<file path="src/rtl/qracc_pkg.sv">
// Shared types and defaults for the QR accelerator output path.
// Vector type, bus/FIFO defaults and serializer state encoding.
package qracc_pkg;

  localparam int QRACC_OUT_ELEMS  = 32;
  localparam int QRACC_OUT_BITS   = 4;
  localparam int QRACC_OUT_BUS_W  = 32;
  localparam int QRACC_OUT_FIFO_D = 2;

  typedef logic [QRACC_OUT_ELEMS-1:0][QRACC_OUT_BITS-1:0]
    qracc_outvec_t;

  typedef enum logic {
    S_IDLE,
    S_SEND
  } ser_state_e;

endpackage

</file>
<file path="src/rtl/qracc_vec_fifo.sv">
// Small vector FIFO, pointers carry an extra wrap bit.
// Caller guarantees writes only when a slot is free (or freed same cycle).
module qracc_vec_fifo #(
  parameter int W = 128,
  parameter int D = 2
) (
  input  logic                 clk,
  input  logic                 nrst,
  input  logic                 wr_en_i,
  input  logic [W-1:0]         wr_data_i,
  input  logic                 rd_en_i,
  output logic [W-1:0]         rd_data_o,
  output logic [$clog2(D):0]   count_o,
  output logic                 full_o,
  output logic                 empty_o
);

  localparam int AW = $clog2(D);

  logic [AW:0]  wr_q;
  logic [AW:0]  rd_q;
  logic [W-1:0] mem_q [D];

  assign count_o   = wr_q - rd_q;
  assign full_o    = count_o == (AW+1)'(D);
  assign empty_o   = wr_q == rd_q;
  assign rd_data_o = mem_q[rd_q[AW-1:0]];

  // Advance head/tail pointers.
  always_ff @(posedge clk or negedge nrst) begin
    if (!nrst) begin
      wr_q <= '0;
      rd_q <= '0;
    end else begin
      if (wr_en_i) wr_q <= wr_q + 1'b1;
      if (rd_en_i && !empty_o) rd_q <= rd_q + 1'b1;
    end
  end

  // Storage array, data needs no reset.
  always_ff @(posedge clk) begin
    if (wr_en_i) mem_q[wr_q[AW-1:0]] <= wr_data_i;
  end

endmodule

</file>
<file path="src/rtl/qracc_out_serializer.sv">
// Buffers MAC output vectors and serializes them onto a word bus.
// Optional QRACC_OUT_RELU_EN clamps negative elements to zero on write.
module qracc_out_serializer
  import qracc_pkg::*;
#(
  parameter int outputElements = QRACC_OUT_ELEMS,
  parameter int outputBits     = QRACC_OUT_BITS,
  parameter int busWidth       = QRACC_OUT_BUS_W,
  parameter int fifoDepth      = QRACC_OUT_FIFO_D
) (
  input  logic                               clk,
  input  logic                               nrst,
  input  logic                               issue_i,
  input  logic                               vec_valid_i,
  input  logic [outputElements*outputBits-1:0] vec_data_i,
  output logic                               credit_avail_o,
  output logic                               word_valid_o,
  input  logic                               word_ready_i,
  output logic [busWidth-1:0]                word_data_o,
  output logic                               word_last_o,
  output logic                               overflow_o,
  input  logic                               clear_i
);

  localparam int VW  = outputElements * outputBits;
  localparam int EPW = busWidth / outputBits;
  localparam int WPV = (outputElements + EPW - 1) / EPW;
  localparam int IW  = (WPV > 1) ? $clog2(WPV) : 1;
  localparam int CW  = $clog2(fifoDepth) + 1;

  localparam logic [IW-1:0] LAST_IDX = IW'(WPV - 1);
  localparam logic [CW-1:0] CMAX     = CW'(fifoDepth);

  ser_state_e    state_q;
  logic [IW-1:0] idx_q;
  logic [CW-1:0] credit_q;
  logic [CW-1:0] credit_d;
  logic          ovf_q;
  logic          ovf_d;

  logic [VW-1:0] wdata;
  logic [VW-1:0] head;
  logic [CW-1:0] count;
  logic          full;
  logic          empty;

  logic [WPV*busWidth-1:0] pad;

  logic hs;
  logic is_last;
  logic pop;
  logic wr_ok;

  assign word_valid_o = state_q == S_SEND;
  assign is_last      = idx_q == LAST_IDX;
  assign word_last_o  = word_valid_o && is_last;
  assign hs           = word_valid_o && word_ready_i;
  assign pop          = hs && is_last;
  assign wr_ok        = vec_valid_i && (!full || pop);

  assign credit_avail_o = credit_q != '0;
  assign overflow_o     = ovf_q;

  // Optional clamp of negative elements before storage.
  always_comb begin
    wdata = vec_data_i;
`ifdef QRACC_OUT_RELU_EN
    for (int i = 0; i < outputElements; i++) begin
      if (vec_data_i[i*outputBits + outputBits - 1])
        wdata[i*outputBits +: outputBits] = '0;
    end
`endif
  end

  qracc_vec_fifo #(
    .W (VW),
    .D (fifoDepth)
  ) u_fifo (
    .clk       (clk),
    .nrst      (nrst),
    .wr_en_i   (wr_ok),
    .wr_data_i (wdata),
    .rd_en_i   (pop),
    .rd_data_o (head),
    .count_o   (count),
    .full_o    (full),
    .empty_o   (empty)
  );

  // Zero-pad the head so the tail word has empty slots cleared.
  always_comb begin
    pad = '0;
    pad[VW-1:0] = head;
    word_data_o = '0;
    if (word_valid_o)
      word_data_o = pad[idx_q*busWidth +: busWidth];
  end

  // Serializer FSM: word index walks the head vector.
  always_ff @(posedge clk or negedge nrst) begin
    if (!nrst) begin
      state_q <= S_IDLE;
      idx_q   <= '0;
    end else begin
      unique case (state_q)
        S_IDLE: begin
          idx_q <= '0;
          if (!empty) state_q <= S_SEND;
        end
        S_SEND: begin
          if (hs) begin
            if (!is_last) begin
              idx_q <= idx_q + 1'b1;
            end else begin
              idx_q <= '0;
              if (!(count > CW'(1) || wr_ok))
                state_q <= S_IDLE;
            end
          end
        end
        default: state_q <= S_IDLE;
      endcase
    end
  end

  // Credit next state: saturates at zero and at the FIFO depth.
  always_comb begin
    credit_d = credit_q;
    if (issue_i && !pop) begin
      if (credit_q != '0) credit_d = credit_q - 1'b1;
    end else if (pop && !issue_i) begin
      if (credit_q < CMAX) credit_d = credit_q + 1'b1;
    end
  end

  // Sticky overflow: a new drop beats a simultaneous clear.
  always_comb begin
    ovf_d = ovf_q;
    if (vec_valid_i && !wr_ok) ovf_d = 1'b1;
    else if (clear_i)          ovf_d = 1'b0;
  end

  // Credit and overflow registers.
  always_ff @(posedge clk or negedge nrst) begin
    if (!nrst) begin
      credit_q <= CMAX;
      ovf_q    <= 1'b0;
    end else begin
      credit_q <= credit_d;
      ovf_q    <= ovf_d;
    end
  end

endmodule
</file>
<file path="config.mk">
export PLATFORM = sky130hd
export DESIGN_NAME = qracc_out_serializer
export DESIGN_NICKNAME = d
export VERILOG_FILES = /design/src/rtl/qracc_pkg.sv /design/src/rtl/qracc_vec_fifo.sv /design/src/rtl/qracc_out_serializer.sv
export SDC_FILE = /design/constraint.sdc
export NUM_CORES = 1
export LEC_CHECK = 0
export BUFFER_PORTS_ARGS = -buffer_cell sky130_fd_sc_hd__buf_2
export CORE_MARGIN = 2
export CORE_UTILIZATION = 61
export CTS_BUF_LIST = sky130_fd_sc_hd__clkbuf_8 sky130_fd_sc_hd__clkbuf_16
export CTS_CLUSTER_SIZE = 25
export DETAILED_ROUTE_END_ITERATION = 12
export PLACE_DENSITY = 0.85
export SLEW_MARGIN = 20
export SYNTH_ARGS = -nofsm -noshare
export SYNTH_HDL_FRONTEND = slang
export SYNTH_SLANG_ARGS = --single-unit
</file>
<file path="constraint.sdc">
create_clock -name clk -period 14.6 [get_ports clk]
set_input_delay 2.19 -clock clk [delete_from_list [all_inputs] [get_ports clk]]
set_output_delay 2.19 -clock clk [all_outputs]
set_load 0.02 [all_outputs]
</file>
== Word level (Yosys, flattened, before mapping) ==
Memories as Yosys holds them, arrays and structs flattened.
Cells that the tools add are included.
Cells by class
  add/sub/neg operators: 6
  magnitude comparators: 2
  eq/ne operators: 5
  shift-type cells: 1
  mux-type cells: 17
  bitwise logic cells: 1
  reduce and logical (&&, ||, !) cells: 20
Operator list (number)
  $shiftx A128 B8 Y32: 1
  $mux W32: 1
  $mux W2: 6
  $add A2 B1 Y2 const B: 4
  $logic_and A1 B1 Y1: 8
  $mux W1: 8
  $reduce_bool A2 Y1: 4
  $logic_not A1 Y1: 5
  $eq A2 B2 Y1 const B: 2
  $pmux W2 S2: 1
  $reduce_and A3 Y1: 1
  $eq A2 B2 Y1: 1
  $gt A2 B1 Y1 const B: 1
  $logic_or A1 B1 Y1: 2
  $lt A2 B2 Y1 const B: 1
  $ne A2 B1 Y1 const B: 1
  $ne A2 B2 Y1 const B: 1
  $pmux W1 S2: 1
  $sub A2 B1 Y2 const B: 1
  $sub A2 B2 Y2: 1
  $not A1 Y1: 1
Word-level totals
  register bits after elaboration: 10
  RAM bits: 256
  input bits: 134
  output and inout bits: 36
  logic and storage cells: 59
  memories: 1
Memory list
  u_fifo.mem_q: words 2, bits a word 128, rd ports 1, clocked after memory_dff 0, write ports 1, RTL line qracc_vec_fifo.sv:22  | logic [W-1:0] mem_q [D];

== Longest topological paths before layout ==
  depth after elaboration: 10
  gate-level depth with buffers: 8
  depth with buffers taken out: 8

== By module ==
From an unflattened synthesis, not the netlist that was laid out.
Second synthesis, totals
  cell total of the unflattened synthesis: 566
  area total of the unflattened synthesis: 11140.7 um^2
By module, submodules not included
  qracc_vec_fifo: instances 1, cells each 420, area each 9819.4 um^2, sequential area each 7787.5 um^2
  qracc_out_serializer: instances 1, cells each 146, area each 1321.3 um^2, sequential area each 151.4 um^2

== Worst setup path before layout ==
OpenSTA, ideal clock, no wires.
  kind: input port to flip-flop
  from: input port word_ready_i
  to: memory u_fifo.mem_q[1][0], enable pin
  arrival time: 9345 ps
  data required time: 13909 ps
  path slack: 4563 ps
  stages: 2
  cell sequence: nand3_1 -> a31oi_1
Between the ends
  word-level cells in the longest chain between the ends: 6
RTL lines
  start, declared: RTL line qracc_out_serializer.sv:18  | input logic word_ready_i,
  $logic_and A1 B1 Y1: RTL line qracc_out_serializer.sv:57  | assign hs = word_valid_o && word_ready_i;
  $logic_and A1 B1 Y1: RTL line qracc_out_serializer.sv:58  | assign pop = hs && is_last;
  $logic_or A1 B1 Y1: RTL line qracc_out_serializer.sv:59  | assign wr_ok = vec_valid_i && (!full || pop);
  $logic_and A1 B1 Y1: RTL line qracc_out_serializer.sv:59
  $mux W1: RTL line qracc_vec_fifo.sv:42  | if (wr_en_i) mem_q[wr_q[AW-1:0]] <= wr_data_i;
  $mux W1 (implied by the code): RTL line qracc_vec_fifo.sv:42
  end, declared: RTL line qracc_vec_fifo.sv:22
Every way passes these cells.

== Final worst setup path ==
  from: register idx_q[1]
  to: output port word_data_o[10]
Between the ends
  word-level cells in the longest chain between the ends: 2
RTL lines
  start, declared: RTL line qracc_out_serializer.sv:35  | logic [IW-1:0] idx_q;
  start signal, assigned: RTL line qracc_out_serializer.sv:113  | idx_q <= idx_q + 1'b1;
  $shiftx A128 B8 Y32: RTL line qracc_out_serializer.sv:96  | word_data_o = pad[idx_q*busWidth +: busWidth];
  $mux W32: RTL line qracc_out_serializer.sv:95  | if (word_valid_o)
  end, declared: RTL line qracc_out_serializer.sv:19  | output logic [busWidth-1:0] word_data_o,
Every way passes these cells.

==> reports/results.tsv <==
metric	value	unit
count of synthesis-stage warnings from yosys	0	
via count of the first global-routing pass	5928	
synthesized netlist cell count	535	
number of enable flip-flop cells after synthesis	256	
gp weighted congestion	0.7785	
number of slew-limit violations in the final report	0	
classification of the worst setup path	register to output pin	
total of endpoints with negative setup slack in the final report	0	
clock tree from TritonCTS	built	
routed wire length	21170	um
post-layout power	0.002869	W
hpwl dp	13490	um
overflow left after global routing	0	
starting density of the core	62.00	%
layout-stage area growth over the synthesis result	17.52	%
core area	17180	um^2
fin area	12520	um^2
Worst EP arrival	3.10	ns
summed instance area of the synthesized netlist	10650	um^2
number of routed nets with antenna violations	0	
kind of start point of the critical path	register	
final core occ	72.87	%
Max-slew headroom	35.67	%
number of buffers inserted during clock tree synthesis	26	
depth of the worst register-to-register path	7	
routed via count divided by cell count	5.903	
Hold Vio Cnt, Final	0	
RSZ-0062 raised after global routing	false	
startpoint of the worst-slack reg-to-reg timing path	idx_q[1]$_DFFE_PN0P_	
Resized Gates After CTS	0	
number of sinks driven by the clock tree	266	
post-synth net total	673	
insertion delay of the later-clocked pin in the worst-skew pair	0.52	ns
reported max-cap violation count	0	
Cell variety after synth	40	
Avg WL per Cell	22.03	um
H-tree depth	1	
Hold Crit Endpoint	credit_q[0]$_DFFE_PN0P_	
power density cells	229.3	nW/um^2
Hold Crit Class	register to register	
share of flip-flops with an asynchronous set or reset after synthesis	3.759	%
Initial DRC Count	406	
count of TritonRoute iterations in the first routing pass	4	
commonest non-fill, non-tap cells in the layout	256 x edfxtp_1, 169 x buf_2, 42 x inv_1	
height of the die	136.1	um
# rows	48	
vias	5673	
standby leakage power	4.628	nW
horizontal die dimension	136.1	um
Top FF cell, synth	edfxtp_1	
Non-Filler Instances	961	
final-layout setup total negative slack	0	ns
peak ir drop on the vdd network	142.8	uV
shortest clock period the worst path allows after layout	5.291	ns
cell count after placement	908	
Avg Synthesized Cell Area	19.91	um^2
area of the die	18530	um^2
sequential element share of the synthesized area	74.54	%
startpoint of the most critical setup path	idx_q[1]$_DFFE_PN0P_	
result of the run	complete, no violations	
Root Driver	clkbuf_16	
clock skew after layout	0.009371	ns
Worst-Margin Slew	0.9649	ns
number of filler instances in the final layout	1066	
Post-layout nets	850	
synthesis-stage register bit count	266	
drc violations	0	
Global Route Usage Sum	22.99	%
worst hold path startpoint	credit_q[0]$_DFFE_PN0P_	
antenna violations before repair	8	
endpoint required time on the critical path	12.41	ns
final worst path period share	36.24	%
upper clock frequency limit	0.1890	GHz
hold-critical path depth	1	
clock transition at the registers of the reported paths	0.06	ns
flop-to-flop setup slack	10.01	ns
IO buf count	169	
capture point of the worst reg-to-reg path	u_fifo.mem_q[0][100]$_DFFE_PP_	
placement-stage cell area	11650	um^2
Max Root-Sink Buffers	3	
I/O pin total	170	
pin count of the biggest net entering global routing	85	
Setup Buffers After CTS	0	
share of layout cells above drive strength 1	42.13	%
first-pass GRT wire length	32040	um
most common library cell in the layout ignoring fill and taps	edfxtp_1	
category of the worst setup path capture point	output pin	
Post-CTS Hold Buffers	0	
critical-path maximum fanout	59	
[worst max-delay path, cell delays in order (launching register included)]
cell and delay [ns]:
dfrtp_4 0.81, buf_4 0.77, mux2_2 0.41, o21ai_0 0.25
a221oi_2 0.07, buf_2 0.18
[worst max path at each step]
| stage | endpoint | cells past startpoint |
|---|---|---|
| 5_1_grt | word_data_o[10] | 6 |
| 3_5_place_dp | u_fifo.mem_q[0][70]$_DFFE_PP_ | 5 |
| 6_report | word_data_o[10] | 5 |
| 4_1_cts | word_data_o[10] | 6 |
| 3_3_place_gp | u_fifo.mem_q[0][102]$_DFFE_PP_ | 5 |
| 2_1_floorplan | u_fifo.mem_q[1][0]$_DFFE_PP_ | 2 |
[cell families (layout without fill, tap and decap cells)]
| family | count (synthesis) | after routing | share of synthesized area, % |
|---|---|---|---|
| AOI/OAI and AO/OA | 77 | 77 | 6.755 |
| xor gates and xnor gates | 5 | 5 | 0.4113 |
| adders and majority gates | 4 | 4 | 0.4699 |
| buffers and inverters | 66 | 262 | 3.383 |
| DFF | 266 | 266 | 74.54 |
| muxes | 98 | 98 | 13.52 |
| other | 0 | 5 | 0 |
| and+or+nand+nor | 19 | 19 | 0.9164 |
[through the flow]
| step | setup WS [ns] | hold slack, ns |
|---|---|---|
| floorplan | 4.563 | 0.4872 |
| global placement | 9.803 | 0.5093 |
| finish | 9.309 | 0.5320 |
| global route | 9.070 | 0.5778 |
| CTS | 9.239 | 0.5338 |
| detailed placement | 9.678 | 0.5221 |
[synthesized netlist by cell type (4+ instances only)]
| cell | n | area, um^2 |
|---|---|---|
| edfxtp_1 | 256 | 7687 |
| inv_1 | 36 | 135.1 |
| o21ai_0 | 35 | 175.2 |
| mux2i_1 | 34 | 340.3 |
| mux2_2 | 32 | 360.4 |
| a221oi_2 | 29 | 435.4 |
| mux4_2 | 27 | 608.1 |
| buf_2 | 9 | 45.04 |
| dfrtp_1 | 9 | 225.2 |
| clkbuf_1 | 8 | 30.03 |
| buf_4 | 5 | 37.54 |
| mux4_1 | 5 | 131.4 |
| nand2_1 | 5 | 18.77 |
| ha_1 | 4 | 50.05 |
[layer usage]
| layer | part of all wire [%] | GRT usage (%) | vias up |
|---|---|---|---|
| met5 | 0.16 | 0 | - |
| met4 | 2.1 | 7.118 | 6 |
| met3 | 7.8 | 4.586 | 44 |
| met2 | 51 | 38.61 | 218 |
| met1 | 39 | 30.77 | 2880 |
| li1 | - | - | 2525 |
[state kept, by name (all words and copies together) (netlist names)]
signal        flops
credit_q          2
u_fifo.rd_q       2
word_valid_o      1
u_fifo.wr_q       2
idx_q             2
overflow_o        1
u_fifo.mem_q    256
[power breakdown]
group          switching [W]  internal (W)  total, W
sequential          0.000101       0.00110   0.00121
clock               0.000261      0.000384  0.000645
combinational       0.000611      0.000407   0.00102
[area by class of cell]
type / count / area (um^2) / share of cell area [%]
clock buffer: 27 / 675.6 / 5.398
inverter: 36 / 135.1 / 1.080
multi-input combinational: 203 / 2374 / 18.96
sequential: 266 / 7945 / 63.48
timing repair buffer: 179 / 933.4 / 7.458
tap: 225 / 281.5 / 2.249
antenna: 5 / 12.51 / 0.09997
clock inverter: 20 / 158.9 / 1.270
No activity file was read; power rests on OpenSTA's default activity.
